## src/rtl/jtag_pkg.sv

```systemverilog
// jtag_pkg: TAP state encoding, standard capture constants and count-width helper
package jtag_pkg;
  typedef enum logic [3:0] {
    TEST_LOGIC_RESET = 4'hF,
    RUN_TEST_IDLE    = 4'hC,
    SELECT_DR_SCAN   = 4'h7,
    CAPTURE_DR       = 4'h6,
    SHIFT_DR         = 4'h2,
    EXIT1_DR         = 4'h1,
    PAUSE_DR         = 4'h3,
    EXIT2_DR         = 4'h0,
    UPDATE_DR        = 4'h5,
    SELECT_IR_SCAN   = 4'h4,
    CAPTURE_IR       = 4'hE,
    SHIFT_IR         = 4'hA,
    EXIT1_IR         = 4'h9,
    PAUSE_IR         = 4'hB,
    EXIT2_IR         = 4'h8,
    UPDATE_IR        = 4'hD
  } tap_state_e;
  localparam logic       BYPASS_CAPTURE = 1'b0;
  localparam logic [1:0] IR_CAPTURE     = 2'b01;
  function automatic int cnt_w(input int width);
    return $clog2(width + 1);
  endfunction
endpackage

```

## src/rtl/jtag_data_register_if.sv

```systemverilog
// jtag_data_register_if: TAP-decode side controls and register outputs
interface jtag_data_register_if #(parameter int WIDTH = 8);
  logic                                 Select;
  logic                                 CaptureDR;
  logic                                 ShiftDR;
  logic                                 UpdateDR;
  logic                                 TDI;
  logic [WIDTH-1:0]                     ParallelIn;
  logic                                 TDO;
  logic [WIDTH-1:0]                     ParallelOut;
  logic [jtag_pkg::cnt_w(WIDTH)-1:0]    ShiftCount;
  logic                                 ShiftFull;
  modport master (
    output Select, CaptureDR, ShiftDR, UpdateDR, TDI, ParallelIn,
    input  TDO, ParallelOut, ShiftCount, ShiftFull
  );
  modport slave (
    input  Select, CaptureDR, ShiftDR, UpdateDR, TDI, ParallelIn,
    output TDO, ParallelOut, ShiftCount, ShiftFull
  );
endinterface

```

## src/rtl/jtag_update_latch.sv

```systemverilog
// jtag_update_latch: enabled register with sync reset, shared by DR and IR update stages
module jtag_update_latch #(
  parameter int               WIDTH   = 8,
  parameter logic [WIDTH-1:0] RST_VAL = '0
) (
  input  logic             clk,
  input  logic             rst,
  input  logic             en,
  input  logic [WIDTH-1:0] d,
  output logic [WIDTH-1:0] q
);
  logic [WIDTH-1:0] q_q, q_d;
  // load on enable, otherwise hold
  always_comb q_d = en ? d : q_q;
  // state register with sync reset
  always_ff @(posedge clk) q_q <= rst ? RST_VAL : q_d;
  assign q = q_q;
endmodule

```

## src/rtl/jtag_data_register.sv

```systemverilog
// jtag_data_register: capture/shift chain with update latch and saturating shift counter
module jtag_data_register import jtag_pkg::*; #(
  parameter int               WIDTH         = 8,
  parameter bit               CAPTURE_FIXED = 1'b0,
  parameter logic [WIDTH-1:0] CAPTURE_VALUE = '0,
  parameter logic [WIDTH-1:0] UPDATE_RESET  = '0
) (
  input logic ClockDR,
  input logic Reset,
  jtag_data_register_if.slave bus
);
  localparam int               CW      = cnt_w(WIDTH);
  localparam logic [WIDTH-1:0] STG_RST = CAPTURE_FIXED ? CAPTURE_VALUE : '0;
  logic [WIDTH-1:0] stage_q, stage_d, cap_val, shifted;
  logic [WIDTH:0]   shift_ext;
  logic [CW-1:0]    count_q, count_d;
  logic             full;
  // next stage and count: capture beats shift; deselected register holds
  always_comb begin
    cap_val   = CAPTURE_FIXED ? CAPTURE_VALUE : bus.ParallelIn;
    shift_ext = {bus.TDI, stage_q};
    shifted   = shift_ext[WIDTH:1];
    full      = count_q == CW'(WIDTH);
    stage_d   = !bus.Select ? stage_q : bus.CaptureDR ? cap_val : bus.ShiftDR ? shifted : stage_q;
    count_d   = !bus.Select ? count_q : bus.CaptureDR ? '0 :
                (bus.ShiftDR && !full) ? count_q + CW'(1) : count_q;
  end
  // stage and counter registers, reset discards any partial scan
  always_ff @(posedge ClockDR) begin
    stage_q <= Reset ? STG_RST : stage_d;
    count_q <= Reset ? '0 : count_d;
  end
  jtag_update_latch #(.WIDTH(WIDTH), .RST_VAL(UPDATE_RESET)) u_upd (
    .clk (ClockDR),
    .rst (Reset),
    .en  (bus.Select && bus.UpdateDR),
    .d   (stage_q),
    .q   (bus.ParallelOut)
  );
  assign bus.TDO        = stage_q[0];
  assign bus.ShiftCount = count_q;
  assign bus.ShiftFull  = full;
endmodule

```

## src/flat_wrapper.sv

```systemverilog
// flat-port wrapper written by rule: the top's interface ports become plain ports
module jtag_data_register_flat import jtag_pkg::*;
#(
  parameter int               WIDTH         = 8,
  parameter bit               CAPTURE_FIXED = 1'b0,
  parameter logic [WIDTH-1:0] CAPTURE_VALUE = '0,
  parameter logic [WIDTH-1:0] UPDATE_RESET  = '0
)
  (ClockDR, Reset, bus_Select, bus_CaptureDR, bus_ShiftDR, bus_UpdateDR, bus_TDI, bus_ParallelIn, bus_TDO, bus_ParallelOut, bus_ShiftCount, bus_ShiftFull);
  jtag_data_register_if #(.WIDTH(WIDTH)) bus_i ();
  input logic ClockDR;
  input logic Reset;
  input wire logic [$bits(bus_i.Select)-1:0] bus_Select;
  input wire logic [$bits(bus_i.CaptureDR)-1:0] bus_CaptureDR;
  input wire logic [$bits(bus_i.ShiftDR)-1:0] bus_ShiftDR;
  input wire logic [$bits(bus_i.UpdateDR)-1:0] bus_UpdateDR;
  input wire logic [$bits(bus_i.TDI)-1:0] bus_TDI;
  input wire logic [$bits(bus_i.ParallelIn)-1:0] bus_ParallelIn;
  output wire logic [$bits(bus_i.TDO)-1:0] bus_TDO;
  output wire logic [$bits(bus_i.ParallelOut)-1:0] bus_ParallelOut;
  output wire logic [$bits(bus_i.ShiftCount)-1:0] bus_ShiftCount;
  output wire logic [$bits(bus_i.ShiftFull)-1:0] bus_ShiftFull;
  assign bus_i.Select = bus_Select;
  assign bus_i.CaptureDR = bus_CaptureDR;
  assign bus_i.ShiftDR = bus_ShiftDR;
  assign bus_i.UpdateDR = bus_UpdateDR;
  assign bus_i.TDI = bus_TDI;
  assign bus_i.ParallelIn = bus_ParallelIn;
  assign bus_TDO = bus_i.TDO;
  assign bus_ParallelOut = bus_i.ParallelOut;
  assign bus_ShiftCount = bus_i.ShiftCount;
  assign bus_ShiftFull = bus_i.ShiftFull;
  jtag_data_register #(.WIDTH(WIDTH), .CAPTURE_FIXED(CAPTURE_FIXED), .CAPTURE_VALUE(CAPTURE_VALUE), .UPDATE_RESET(UPDATE_RESET)) u_core (.ClockDR(ClockDR), .Reset(Reset), .bus(bus_i));
endmodule
```

## config.mk

```make
export PLATFORM = sky130hd
export DESIGN_NAME = jtag_data_register_flat
export DESIGN_NICKNAME = d
export VERILOG_FILES = /design/src/rtl/jtag_pkg.sv /design/src/rtl/jtag_data_register_if.sv /design/src/rtl/jtag_update_latch.sv /design/src/rtl/jtag_data_register.sv /design/src/flat_wrapper.sv
export SDC_FILE = /design/constraint.sdc
export NUM_CORES = 1
export LEC_CHECK = 0
export CAP_MARGIN = 20
export CORE_ASPECT_RATIO = 1.25
export CORE_UTILIZATION = 48
export CTS_CLUSTER_SIZE = 28
export DETAILED_ROUTE_END_ITERATION = 10
export PLACE_DENSITY = 0.82
export SLEW_MARGIN = 40
export SYNTH_ARGS = -nofsm -noshare
export SYNTH_HDL_FRONTEND = slang
export SYNTH_HIERARCHICAL = 1
export SYNTH_SLANG_ARGS = --single-unit
```

## constraint.sdc

```tcl
create_clock -name ClockDR -period 2.7 [get_ports ClockDR]
set_clock_uncertainty 0.2 [all_clocks]
set_input_delay 0.405 -clock ClockDR [delete_from_list [all_inputs] [get_ports ClockDR]]
set_output_delay 0.405 -clock ClockDR [all_outputs]
set_load 0.1 [all_outputs]
```

==> flow_summary.json <==
{
  "design.die.area_sq_um": 2080,
  "starting_density_pct": 51.7,
  "rsz_0062_raised_after_global_routing": "false",
  "max_cap_viol_count": 0,
  "setup_repair_bufs_after_cts": 0,
  "worstMarginPinSlew_ns": 0.706,
  "timing.critical_path.from_type": "register",
  "totalPowerFinal_mw": 0.582,
  "synthMuxAreaShare_pct": 17.5,
  "cts.htree.levels": 1,
  "timing.critical_path.slowest_stage_cell": "sky130_fd_sc_hd__dfxtp_1",
  "grt_pass1_vias": 708,
  "post-route-worst-setup-slack_ns": 0.573,
  "num_rows": 17,
  "cts-buffers-inserted": 3,
  "synth_nets": 109,
  "synthesized_area_fraction_occupied_by_xor_and_xnor_cells_pct": 0,
  "insertedDiodeCount": 0,
  "initialDrtViolationCount": 21,
  "crit_path_max_incr_delay_ns": 0.44,
  "detail-route-antenna-nets": 0,
  "postCtsResizedCells": 0,
  "arrival_ns": 1.52,
  "average_via_count_per_standard_cell": 5.52,
  "final_area_sq_um": 1160,
  "max_freq_mhz": 470,
  "clk_pin_slew_ns": 0.11,
  "critical-path-top-cell-by-count": "sky130_fd_sc_hd__inv_1",
  "synth_compound_gate_area_share_pct": 14.7,
  "dpl.cell_count": 135,
  "io_pins": 29,
  "route.vias.total": 762,
  "antenna_found_initial": 0,
  "cp_max_fo": 6,
  "synth_adder_area_share_pct": 2.74,
  "power.static_leakage_nw": 0.488,
  "globalRouteTotalUtil_pct": 21.2,
  "final_cell_count_no_fill": 138,
  "placed_cell_area_sq_um": 1140,
  "final_hold_viol_count": 0,
  "yosys_warnings": 6,
  "cts_buffer_depth": 2,
  "global_route_wire_length_before_repair_um": 3040,
  "n_fill_cell": 154,
  "netlist-cell-type-count": 22,
  "clkSinkCount": 20,
  "estimated_wirelength_of_the_detail_placed_design_um": 1410,
  "drc": 0,
  "insertion_delay_ns": 0.30,
  "layout.cells.most_common_list": "20 x sky130_fd_sc_hd__dfxtp_1, 16 x sky130_fd_sc_hd__mux2i_1, 16 x sky130_fd_sc_hd__nor2_1",
  "final_hold_slack_ns": 0.308,
  "min_period_over_period_pct": 78.8,
  "cellPowerDensity_nw_per_um2": 501,
  "cts_root_buffer": "sky130_fd_sc_hd__clkbuf_4",
  "die_h_um": 50.8,
  "gp_routability_congestion": 0.697,
  "synth_top_family_by_area": "multiplexers",
  "timing.final.max_slew_violations": 0,
  "netlist_instances": 92,
  "post_synth_instance_area_sq_um": 913,
  "worst_ir_drop_vdd_mv": 0.407,
  "hold_buffers": 0,
  "fraction_of_final_layout_cells_with_drive_strength_greater_than_1_pct": 18.5,
  "drt-total-wl_um": 1920,
  "buffer_ports.inserted": 28,
  "final_core_utilization_pct": 65.8,
  "hold_crit_path_type": "register to register",
  "synthToLayoutAreaGrowth_pct": 27.1,
  "preCtsSetupSlack_ns": 0.631,
  "postSynthRegisterBits": 20,
  "timing.max_slew.rel_slack_pct": 52.8,
  "drt_pass1_iterations": 4,
  "commonest_non_fill_non_tap_cell_in_the_layout": "sky130_fd_sc_hd__dfxtp_1",
  "tritoncts": "done",
  "core_area_sq_um": 1770,
  "grt_start_max_net_pins": 21,
  "timing.setup.tns_ns": 0,
  "grt_remaining_overflow": 0,
  "cp-end-kind": "output port",
  "synthSimpleGateAreaFrac_pct": 14.0,
  "wire_per_inst_um": 13.9,
  "synth-seq-area-share_pct": 43.8,
  "criticalPathCategory": "register to output port",
  "design.final.nets": 138,
  "final.min_clock_period_ns": 2.13,
  "floorplan.die.width_um": 41.0,
  "critPathRequiredTime_ns": 2.10,
  "synth.avg_cell_area_sq_um": 9.93,
  "run_status": "finished, final reports clean",
  "finalSetupViolCount": 0,
  "crit_path_cell_trace": "inv_1 > ha_1 > nand3b_1 > inv_1 > buf_4"
}
final cells by class:
cell class                      count  area (sq um)  area share [%]
Inverter                            4          15.0            1.29
Tap cell                           19          23.8            2.05
Timing Repair Buffer               29           253            21.8
Clock buffer                        3          22.5            1.94
Sequential cell                    20           400            34.5
Multi-Input combinational cell     63           447            38.5
layer usage:
metal | global-route usage, % | vias to the layer above | wire length [um]
met1 | 27.0 | 356 | 905
met4 | 8.33 | 0 | 0
met5 | 0 | - | 0
met2 | 33.3 | 21 | 926
li1 | - | 385 | -
met3 | 4.42 | 0 | 85
logic make-up after synthesis:
kind of cell / after synthesis
AO/OA/AOI/OAI: 20
adder cells (fa/ha/maj): 2
buffers and inverters: 9
flip-flops: 20
multiplexers: 16
AND/OR/NAND/NOR: 25
critical path: cells and delay by family (launching register included):
kind	cells	cell delay (ns)
simple gates	1	0.17
buf+inv	3	0.39
flops	1	0.44
fa+ha+maj	1	0.22
state kept, by name (all words and copies together), names as in the netlist:
signal,count
u_core/stage_q,8
u_core/bus.ShiftCount,4
u_core/u_upd/q,8
cell usage after synthesis:
cell	instances	area, sq um
sky130_fd_sc_hd__or4_1	1	7.51
sky130_fd_sc_hd__dfxtp_1	20	400
sky130_fd_sc_hd__ha_1	2	25.0
sky130_fd_sc_hd__a21oi_1	5	25.0
sky130_fd_sc_hd__mux2i_1	16	160
sky130_fd_sc_hd__nand3_1	2	10.0
sky130_fd_sc_hd__clkbuf_8	1	13.8
sky130_fd_sc_hd__nand4_1	1	6.26
sky130_fd_sc_hd__o21ai_0	5	25.0
sky130_fd_sc_hd__nand3b_1	1	7.51
sky130_fd_sc_hd__and3b_2	1	10.0
sky130_fd_sc_hd__nand4b_1	1	8.76
sky130_fd_sc_hd__inv_1	3	11.3
sky130_fd_sc_hd__o21a_4	1	15.0
sky130_fd_sc_hd__nor2_1	16	60.1
sky130_fd_sc_hd__buf_6	3	33.8
sky130_fd_sc_hd__nor4bb_1	1	10.0
sky130_fd_sc_hd__a41oi_1	1	8.76
sky130_fd_sc_hd__and2_2	1	7.51
sky130_fd_sc_hd__buf_1	1	3.75
sky130_fd_sc_hd__a211oi_1	8	60.1
sky130_fd_sc_hd__inv_2	1	3.75
power breakdown:
part	switching, mW	internal, mW
Combinational	0.0758	0.0474
Clock	0.0869	0.0519
Sequential	0.0108	0.309
worst paths after layout:
check                                start                       end  slack [ns]  depth (start not counted)
setup reg to reg  u_core/bus.ShiftCount[0]  u_core/bus.ShiftCount[1]        1.14                          5
hold reg to reg          u_core/u_upd/q[1]         u_core/u_upd/q[1]        0.31                          2
hold / removal           u_core/u_upd/q[1]         u_core/u_upd/q[1]        0.31                          2
setup / recovery  u_core/bus.ShiftCount[0]             bus_ShiftFull        0.57                          5
Note: power is estimated with default switching activity, not from simulation.
